===== src/rtl/sram_like_arbiter.sv =====
// Two-master (inst/data) to one-slave sram-like bus arbiter.
// Keeps at most one bus transaction outstanding. Data normally wins, but inst is
// guaranteed a grant after STARVE_MAX back-to-back data grants made while it waited.
module sram_like_arbiter #(
   parameter int unsigned STARVE_MAX = 4
) (
   input  logic        clk,
   input  logic        rstn,
   // inst master port
   input  logic        inst_req,
   input  logic        inst_wr,
   input  logic [1:0]  inst_size,
   input  logic [31:0] inst_addr,
   output logic [31:0] inst_rdata,
   output logic        inst_addr_ok,
   output logic        inst_data_ok,
   // data master port
   input  logic        data_req,
   input  logic        data_wr,
   input  logic [1:0]  data_size,
   input  logic [31:0] data_addr,
   input  logic [31:0] data_wdata,
   output logic [31:0] data_rdata,
   output logic        data_addr_ok,
   output logic        data_data_ok,
   // shared slave port
   output logic        bus_req,
   output logic        bus_wr,
   output logic [1:0]  bus_size,
   output logic [31:0] bus_addr,
   output logic [31:0] bus_wdata,
   input  logic [31:0] bus_rdata,
   input  logic        bus_addr_ok,
   input  logic        bus_data_ok,
   // status
   output logic        busy,
   output logic        grant_data
);

   localparam int unsigned CntWRaw = $clog2(STARVE_MAX + 1);
   localparam int unsigned CntW    = (CntWRaw > 3) ? CntWRaw : 3;
   localparam logic [CntW-1:0] StarveMax = CntW'(STARVE_MAX);

   typedef enum logic [1:0] {StIdle, StAddr, StData} state_e;

   state_e          state_q, state_d;
   logic            grant_data_q, grant_data_d;
   logic [CntW-1:0] starve_cnt_q, starve_cnt_d;
   logic [31:0]     inst_rdata_q, inst_rdata_d;
   logic [31:0]     data_rdata_q, data_rdata_d;

   logic            sel_data;
   logic            addr_ok_pulse;
   logic            data_ok_pulse;

   // Arbitration, starvation counter and state transitions
   always_comb begin
      state_d      = state_q;
      grant_data_d = grant_data_q;
      starve_cnt_d = starve_cnt_q;
      // inst only overrides data once it has been passed over StarveMax times
      sel_data     = data_req && !(inst_req && (starve_cnt_q == StarveMax));
      unique case (state_q)
         StIdle: begin
            if (inst_req || data_req) begin
               state_d      = StAddr;
               grant_data_d = sel_data;
               if (sel_data && inst_req) begin
                  if (starve_cnt_q < StarveMax) starve_cnt_d = starve_cnt_q + CntW'(1);
               end else begin
                  starve_cnt_d = '0;
               end
            end
         end
         StAddr: begin
            if (bus_addr_ok) state_d = bus_data_ok ? StIdle : StData;
         end
         StData: begin
            if (bus_data_ok) state_d = StIdle;
         end
         default: state_d = StIdle;
      endcase
   end

   // Handshake pulses, bus pass-through and read-data hold
   always_comb begin
      // Pulses are masked during reset so an abandoned transaction never completes
      addr_ok_pulse = rstn && (state_q == StAddr) && bus_addr_ok;
      data_ok_pulse = rstn && bus_data_ok &&
                      (((state_q == StAddr) && bus_addr_ok) || (state_q == StData));

      inst_addr_ok = addr_ok_pulse && !grant_data_q;
      inst_data_ok = data_ok_pulse && !grant_data_q;
      data_addr_ok = addr_ok_pulse &&  grant_data_q;
      data_data_ok = data_ok_pulse &&  grant_data_q;

      bus_req   = (state_q == StAddr);
      bus_wr    = 1'b0;
      bus_size  = 2'b00;
      bus_addr  = 32'h0;
      bus_wdata = 32'h0;
      if (state_q == StAddr) begin
         if (grant_data_q) begin
            bus_wr    = data_wr;
            bus_size  = data_size;
            bus_addr  = data_addr;
            bus_wdata = data_wdata;
         end else begin
            bus_wr    = inst_wr;
            bus_size  = inst_size;
            bus_addr  = inst_addr;
         end
      end

      inst_rdata   = inst_data_ok ? bus_rdata : inst_rdata_q;
      data_rdata   = data_data_ok ? bus_rdata : data_rdata_q;
      inst_rdata_d = inst_rdata;
      data_rdata_d = data_rdata;

      busy       = (state_q != StIdle);
      grant_data = grant_data_q;
   end

   // State registers with synchronous active-low reset
   always_ff @(posedge clk) begin
      if (!rstn) begin
         state_q      <= StIdle;
         grant_data_q <= 1'b0;
         starve_cnt_q <= '0;
         inst_rdata_q <= 32'h0;
         data_rdata_q <= 32'h0;
      end else begin
         state_q      <= state_d;
         grant_data_q <= grant_data_d;
         starve_cnt_q <= starve_cnt_d;
         inst_rdata_q <= inst_rdata_d;
         data_rdata_q <= data_rdata_d;
      end
   end

endmodule


===== config.mk =====
export PLATFORM = sky130hd
export DESIGN_NAME = sram_like_arbiter
export DESIGN_NICKNAME = d
export VERILOG_FILES = /design/src/rtl/sram_like_arbiter.sv
export SDC_FILE = /design/constraint.sdc
export NUM_CORES = 1
export LEC_CHECK = 0
export ABC_AREA = 1
export BUFFER_PORTS_ARGS = -buffer_cell sky130_fd_sc_hd__buf_2
export CORE_AREA = 2 2 109 111
export CTS_CLUSTER_DIAMETER = 30
export DETAILED_ROUTE_END_ITERATION = 8
export DIE_AREA = 0 0 111 113
export GPL_ROUTABILITY_DRIVEN = 0
export GPL_TIMING_DRIVEN = 0
export HOLD_SLACK_MARGIN = 0.15
export PLACE_DENSITY_LB_ADDON = 0.2
export SLEW_MARGIN = 25
export SYNTH_ARGS = -nofsm -noshare
export SYNTH_HDL_FRONTEND = slang
export SYNTH_SLANG_ARGS = --single-unit

===== constraint.sdc =====
create_clock -name clk -period 2.7 [get_ports clk]
set_input_delay 0.675 -clock clk [delete_from_list [all_inputs] [get_ports clk]]
set_output_delay 0.675 -clock clk [all_outputs]
set_load 0.05 [all_outputs]

# Word-level counts from Yosys, hierarchy flattened
# Cells that the tools add are included.
totals:
  register_bits: 70
  input_bits: 140
op_classes:
  n_mux: 17
  n_eq_ne: 7
  n_lt_le_gt_ge: 1
  n_reduce_logical: 21
  n_addsub: 1
ops:
  columns: ["op", "count"]
  rows:
  - ["32-bit 2-to-1 mux", 6]
  - ["1-bit logical AND", 12]
  - ["2-bit 2-to-1 mux", 6]
  - ["3-bit 2-to-1 mux", 2]
  - ["2-bit one-hot mux with 3 select lines", 1]
  - ["3-bit AND reduction", 2]
  - ["2-bit by 1-bit != test with 1-bit output (second input constant)", 2]
  - ["2-bit != test (second input constant)", 2]
  - ["3-bit by 1-bit adder with 3-bit output (second input constant)", 1]
  - ["3-bit == test (second input constant)", 1]
  - ["3-bit < comparator (second input constant)", 1]
  - ["2-bit by 1-bit == test with 1-bit output (second input constant)", 1]
  - ["2-bit == test (second input constant)", 1]
  - ["1-bit logical NOT", 2]
  - ["2-bit logical NOT", 1]
  - ["1-bit logical OR", 2]
  - ["1-bit 2-to-1 mux", 2]
  - ["2-bit AND reduction", 1]
  - ["2-bit nonzero test", 1]

# Depth between registers and ports, before layout
# Gate-level depths: netlist of the first run.
depth:
  ltp_word: 7
  mapped_depth: 8
  depth_no_buf: 7

# Worst setup path before layout of the first run
# OpenSTA, ideal clock, no wires.
synth_timing:
  path_kind: "register to output"
  start: "register grant_data_q (netlist: grant_data)"
  end: "output bus_addr[0]"
  arrival_ns: 1.987
  stages_incl_launch_ff: 5
  slack_ns: 0.038
  path_buffers: 2
  path_cell_list: "dfxtp_1 > buf_2 > buf_2 > nand2_1 > a21oi_1"
synth_between:
  elab_chain_cells: 2
synth_lines:
  columns: ["item", "line_no", "text"]
  rows:
  - ["start, declared", "47", "logic grant_data_q, grant_data_d;"]
  - ["start signal, assigned", "134", "grant_data_q <= grant_data_d;"]
  - ["32-bit 2-to-1 mux", "103", "if (grant_data_q) begin"]
  - ["32-bit 2-to-1 mux", "102", "if (state_q == StAddr) begin"]
  - ["end, declared", "30", "output logic [31:0] bus_addr,"]
# No other way between the ends.

# Worst setup path after layout of the first run
layout_timing:
  start: "register grant_data_q (netlist: grant_data)"
  end: "output bus_addr[7]"
# The elaborated chain is that of the path after synthesis.

==> results.md, run 1 <==
## Clock network
• done — clock tree from TritonCTS
• clkbuf_16 — root buffer cell
• 330 ps — insertion delay to the later sink of the worst-skew pair
• 0 — CTS hold repair buffers
• 9 — clock buffer count from CTS
• 60 ps — clock transition time at the flip-flop clock pins of the worst setup and hold paths
• 3 — H-tree level count
• 70 — clock sink total
• 2 — Longest Clk Path Bufs
• 0 — Post-CTS Setup Repair Bufs

## Timing
• 387.2 MHz — Fmax
• 95.65% — final worst-path cycle share
• 546.2 ps — pin slew with the least headroom to its limit
• 0 — final count of negative-setup-slack endpoints
• 10.97 ps — worst clock skew
• 0 ps — accumulated negative setup slack
• 117.5 ps — final setup margin
• 2582 ps — minimum clock period after layout
• 0 — number of hold violations in the final report
• 63.59% — Max-Slew Margin vs Limit
• 0 — Max Transition Viols Final
• no — RSZ-0062 raised after global routing

## Global route
• 25.67% — GRT Overall Usage
• 4 — initial antenna violation count
• 0 — total grt overflow
• 14 — maximum number of pins on one net before global-route repair
• 25.63 mm — first-pass GRT wire length
• 5131 — number of global-route vias before repair

## Yosys
• 5.736 um2 — average cell area after synthesis
• 0.004348 mm2 — Post-Synthesis Cell Area
• 21 — Cell variety after synth
• 900 — net count of the mapped netlist
• 0 — number of warnings printed during yosys synthesis
• 758 — Gate Count Post-Synth
• 70 — number of register bits inferred by synthesis
• 32.23% — sequential-to-total area share from yosys stat

## Worst setup path
• buffers and inverters — Crit path max-delay family
• clkbuf_4 > buf_2 > nand2_1 > a21oi_1 > buf_2 — critical path, cell by cell
• 420 ps — Max stage delay on crit path
• buf_2 — Worst path most repeated cell
• flip-flop — kind of launch point of the worst setup path
• dfxtp_1 — critical path's slowest cell
• 3 — CP bufs+invs
• reg -> out — crit path kind
• output port — sort of element at the end of the critical path
• 2030 ps — required time at the worst-slack endpoint
• 10 — top fanout value on the critical path
• 1910 ps — Arr. time, crit path

## Floorplan
• 0.01254 mm2 — area of the die
• 39 — standard-cell row count
• 278 — # IOs
• 0.01127 mm2 — Core Footprint
• 38.57% — starting utilization of the core area
• 111 um — horizontal die dimension
• 113 um — Die Y-Extent

## Min path
• reg -> reg — type of the tightest min-delay check

## Drt
• 0 — antenna-violating nets left
• 13.71 um — post-detailed-route wirelength per cell
• 6 — Initial DRT Pass Iterations
• 4.591 — per-cell via count in the routed design
• 5500 — via count
• 353 — number of design-rule violations left by the first detailed-router iteration
• 16.42 mm — total wire length
• 0 — DR DRC count

## Placement
• 124.0 ps — post-placement worst setup slack
• 1178 — Inst Count DP
• 13.17 mm — HPWL after detailed placement
• 277 — number of port buffers

## Final layout
• 32.25% — ratio of cells with drive above 1 in the final layout
• 1198 — filler-free cell count of the finished design
• 294 x buf_2, 241 x nand2_1, 169 x inv_1 — most frequent cells in the layout
• 44.20% — area growth from synthesis to layout
• 1188 — Post-layout nets
• buf_2 — most common library cell in the layout ignoring fill and taps

## Power
• 530.9 mW/mm2 — Cell Pwr Density
• 4.124 nW — leakage power
• 0.0003285 V — worst voltage drop across the vdd grid

## Flow run
• 0 — # Max-Cap Violations

## Outcome
• finished clean — result of the run

## report_power, final
part	leakage (nW)	internal (mW)	switching [mW]
Sequential	0.566	1.06	0.00961
Clock	0.153	0.816	0.467
Combinational	3.40	0.257	0.720
Total	4.12	2.13	1.20
## synthesized netlist by cell type
| cell | number | area (um2) |
|---|---|---|
| nand2_1 | 241 | 904.6 |
| inv_1 | 169 | 634.4 |
| nor2_1 | 103 | 386.6 |
| dfxtp_1 | 70 | 1401 |
| nand4_1 | 65 | 406.6 |
| a21oi_1 | 39 | 195.2 |
| buf_2 | 22 | 110.1 |
| clkbuf_1 | 14 | 52.55 |
| buf_4 | 7 | 52.55 |
| buf_6 | 6 | 67.56 |
| nand3_1 | 5 | 25.02 |
| inv_2 | 4 | 15.01 |
| buf_1 | 3 | 11.26 |
| ha_1 | 2 | 25.02 |
| nand3_2 | 2 | 20.02 |
| nand2_2 | 1 | 6.260 |
| nor2_2 | 1 | 6.260 |
| nor3b_1 | 1 | 7.510 |
| o211ai_1 | 1 | 7.510 |
| o21a_1 | 1 | 7.510 |
| o21ai_1 | 1 | 5.000 |
## cell families (layout without fill, tap and decap cells)
logic type | count (synthesis) | count (layout) | share of synthesized area, %
adders and majority gates | 2 | 2 | 0.5754
DFF | 70 | 70 | 32.23
and+or+nand+nor | 419 | 419 | 40.55
AOI/OAI and AO/OA | 42 | 42 | 4.950
buffers and inverters | 225 | 518 | 21.70
other | 0 | 4 | 0
## stage by stage
step | total power [mW] | cell area, um2 | utilization (%) | hold slack [ps]
floorplan | 1.756 | 4348 | - | 473.6
CTS | 3.335 | 6241 | 55.37 | 511.6
global route | 3.463 | 6270 | 55.62 | 552.3
finish | 3.328 | 6270 | 55.62 | 507.4
global placement | 2.055 | 5913 | 52.46 | 501.8
detailed placement | 2.058 | 5913 | 52.46 | 504.1
## metal layers
metal	GRT usage, %	vias up	share of wire (%)
met4	9.250	0	0.75
met1	33.68	2432	45
met2	42.25	224	47
li1	-	2835	-
met5	0	-	0
met3	5.035	9	7.5
## registers in the layout, indices dropped and copies added (netlist names)
signal        flops
state_q           2
grant_data        1
starve_cnt_q      3
data_rdata_q     32
inst_rdata_q     32
## cell type report
type	count	area, um2
inverter	173	649.4
clock inverter	6	93.84
antenna	4	10.01
fill	1210	5002
tap	143	178.9
clock buffer	10	229.0
sequential	70	1401
timing repair buffer	277	1394
buffer	52	306.5
multi-input combinational	463	2007
## worst paths after layout
kind                                      start                to  slack, ps  cells after the start
worst max-delay path                 grant_data       bus_addr[7]        120                      5
worst min-delay path            starve_cnt_q[1]   starve_cnt_q[1]        510                      2
worst max register to register       state_q[1]  data_rdata_q[22]       1280                      8
worst min register to register  starve_cnt_q[1]   starve_cnt_q[1]        510                      2
## timing repair
item,4_1_cts,5_1_grt
gates cloned,0,0
resized for setup,3,8
setup endpoints to repair,4,10
## tightest hold or removal path: stages, from the launching register on
cell and delay [ps]:
dfxtp_1 320, nand3_1 80, a21oi_1 50
Power figures use the tool's default switching activity.
==> inputs of run 2 (changes only) <==
--- a/config.mk
+++ b/config.mk
@@ -15,6 +15,7 @@
 export GPL_TIMING_DRIVEN = 0
 export HOLD_SLACK_MARGIN = 0.15
 export PLACE_DENSITY_LB_ADDON = 0.2
+export SETUP_SLACK_MARGIN = 0.5
 export SLEW_MARGIN = 25
 export SYNTH_ARGS = -nofsm -noshare
 export SYNTH_HDL_FRONTEND = slang
==> results.md, run 2 (synthesis results as in run 1) <==
## Global route
• 6062 — number of global-route vias before repair, +18%
• 0 — initial antenna violation count, -4
• 0 — total grt overflow, unchanged
• 31.08 mm — first-pass GRT wire length, +21%
• 31.26% — GRT Overall Usage, +5.6 points
• 14 — maximum number of pins on one net before global-route repair, unchanged

## Worst setup path
• 8 — top fanout value on the critical path, -2
• buf_6 > nand3_4 > nand2_8 > buf_12 > buf_8 > nand4_1 > nand2_2 > clkinvlp_4 > buf_6 — critical path, cell by cell
• 1190 ps — R2R Setup Slk, -90 ps
• data_rdata[3] — CP endpoint
• buf_6 — Worst path most repeated cell
• input port — kind of launch point of the worst setup path
• 1860 ps — Arr. time, crit path, -50 ps
• state_q[0] — Crit Reg-Reg Startpoint
• 10 — reg2reg path depth, +2
• buffers and inverters — Crit path max-delay family
• output port — sort of element at the end of the critical path
• 9 — Worst path depth, +4
• bus_addr_ok — worst setup path startpoint
• in -> out — crit path kind
• 160 ps — Max stage delay on crit path, -260 ps
• 2030 ps — required time at the worst-slack endpoint, about the same
• inst_rdata_q[4] — RR Endpoint
• nand2_2 — critical path's slowest cell
• 5 — CP bufs+invs, +2

## Final layout
• 162 x nand2_1, 145 x buf_2, 120 x buf_6 — most frequent cells in the layout
• 1250 — Post-layout nets, +5.2%
• nand2_1 — most common library cell in the layout ignoring fill and taps
• data_rdata_q (32), inst_rdata_q (32), starve_cnt_q (3) — leading registers by flop count
• 0 — antenna diode count, -4
• 118.4% — area growth from synthesis to layout
• 56.42% — ratio of cells with drive above 1 in the final layout, +24 points
• 84.26% — final design utilization, +29 points

## Timing
• 2534 ps — minimum clock period after layout, -48.22 ps
• 60.10% — Max-Slew Margin vs Limit, -3.5 points
• 8.603 ps — worst clock skew, -2.363 ps
• yes — RSZ-0062 raised after global routing
• 0 — Max Transition Viols Final, unchanged
• 0 ps — accumulated negative setup slack, unchanged
• 598.5 ps — pin slew with the least headroom to its limit, +52.32 ps
• 394.6 MHz — Fmax, +1.9%
• 93.86% — final worst-path cycle share, -1.8 points
• 0 — number of hold violations in the final report, unchanged
• 0 — final count of negative-setup-slack endpoints, unchanged
• 165.8 ps — final setup margin, +48.23 ps

## Power
• 2.644 mW — Internal Power, +24%
• 0.0003968 V — worst voltage drop across the vdd grid, +21%
• 34.5% — Clock power frac, -4.0 points
• 1.479 mW — net switching component of the power, +24%
• 434.2 mW/mm2 — Cell Pwr Density, -18%
• 39.4% — fraction of power consumed by combinational cells, +10 points
• 26.0% — register share of total power, -6.1 points
• 4.300 nW — leakage power, +4.3%
• 35.88% — Net Sw Frac, -0.072 points

## Floorplan
• 111 um — horizontal die dimension, unchanged
• 0.01127 mm2 — Core Footprint, unchanged
• 113 um — Die Y-Extent, unchanged
• 38.57% — starting utilization of the core area, unchanged
• 278 — # IOs, unchanged
• 0.01254 mm2 — area of the die, unchanged
• 39 — standard-cell row count, unchanged

## Min path
• 2 — number of cells traversed by the worst hold path, unchanged
• reg -> reg — type of the tightest min-delay check

## Clock network
• done — clock tree from TritonCTS
• 2 — Longest Clk Path Bufs, unchanged
• 60 ps — clock transition time at the flip-flop clock pins of the worst setup and hold paths, about the same
• 3 — H-tree level count, unchanged
• 70 — clock sink total, unchanged
• clkbuf_16 — root buffer cell
• 9 — clock buffer count from CTS, unchanged
• 340 ps — insertion delay to the later sink of the worst-skew pair, about the same
• 0 — CTS hold repair buffers, unchanged

## Drt
• 0 — antenna-violating nets left, unchanged
• 0 — DR DRC count, unchanged
• 8.371 mm — total routed wire length on the met1 layer, +13%
• 11.23 mm — routed length on met2, +46%
• 6 — Initial DRT Pass Iterations, unchanged
• 395 — number of design-rule violations left by the first detailed-router iteration, +12%
• 5.124 — per-cell via count in the routed design, +12%
• 17.72 um — post-detailed-route wirelength per cell, +29%
• 1.824 mm — metal3 WL, +48%
• met4 — top routing layer in use
• 6436 — via count, +17%
• 22.25 mm — total wire length, +35%

## Placement
• 124.2 ps — post-placement worst setup slack, +0.2300 ps
• 277 — number of port buffers, unchanged
• 12.88 mm — HPWL after detailed placement, -2.2%

## Flow run
• 0 — # Max-Cap Violations, unchanged

## Outcome
• finished clean — result of the run

==> run 2: cell type report <==
cell class | count | area (um2)
plain buffers | 52 | 581.8
clock buffers | 10 | 239.0
clock inverters | 6 | 115.1
fillers | 636 | 1774
inverters | 173 | 893.4
multi-input cells | 465 | 2885
flip-flops and latches | 70 | 1413
well taps | 143 | 178.9
repair buffers | 337 | 3192
==> run 2: through the flow <==
| step | cell area [um2] | hold WS, ps | total power, mW | std cells |
|---|---|---|---|---|
| finish | 9498 | 524.9 | 4.124 | 1256 |
| global route | 9498 | 553.9 | 4.246 | 1256 |
| CTS | 8865 | 495.2 | 3.973 | 1237 |
| detailed placement | 6575 | 508.8 | 2.165 | 1178 |
| global placement | 6575 | 498.5 | 2.159 | 1178 |
| floorplan | 5010 | 473.6 | 1.867 | 758 |
==> run 2: tightest hold or removal path: stages, from the launching register on <==
cell	delay, ps
dfxtp_1	310
inv_1	100
a21oi_1	70
==> run 2: worst min path at each step <==
stage	from	end	slack, ps
after floorplan	starve_cnt_q[1]	starve_cnt_q[1]	470
after global placement	starve_cnt_q[1]	starve_cnt_q[1]	500
after detailed placement	inst_rdata_q[0]	inst_rdata_q[0]	510
after CTS	bus_data_ok	state_q[1]	500
after global routing	starve_cnt_q[2]	starve_cnt_q[2]	550
final	starve_cnt_q[2]	starve_cnt_q[2]	520
==> run 2: timing repair <==
| item | in CTS | in global routing |
|---|---|---|
| setup buffers | 28 | 12 |
| pin swaps | 34 | 43 |
| hold endpoints to repair | 0 | 0 |
| setup endpoints to repair | 135 | 135 |
| gates resized for setup | 436 | 109 |
| gates cloned | 15 | 7 |
==> run 2: metal layers <==
| metal | global-route usage, % | vias up |
|---|---|---|
| li1 | - | 2968 |
| met4 | 11.33 | 0 |
| met3 | 6.802 | 78 |
| met2 | 56.44 | 391 |
| met1 | 36.54 | 2999 |
| met5 | 0 | - |
==> run 2: power groups by stage <==
stage | Sequential [mW] | Clock, mW | Combinational [mW]
6_report | 1.07 | 1.42 | 1.63
5_1_grt | 1.07 | 1.48 | 1.69
4_1_cts | 1.07 | 1.42 | 1.48
3_5_place_dp | 1.09 | 0 | 1.07
3_3_place_gp | 1.09 | 0 | 1.07
2_1_floorplan | 1.09 | 0 | 0.773
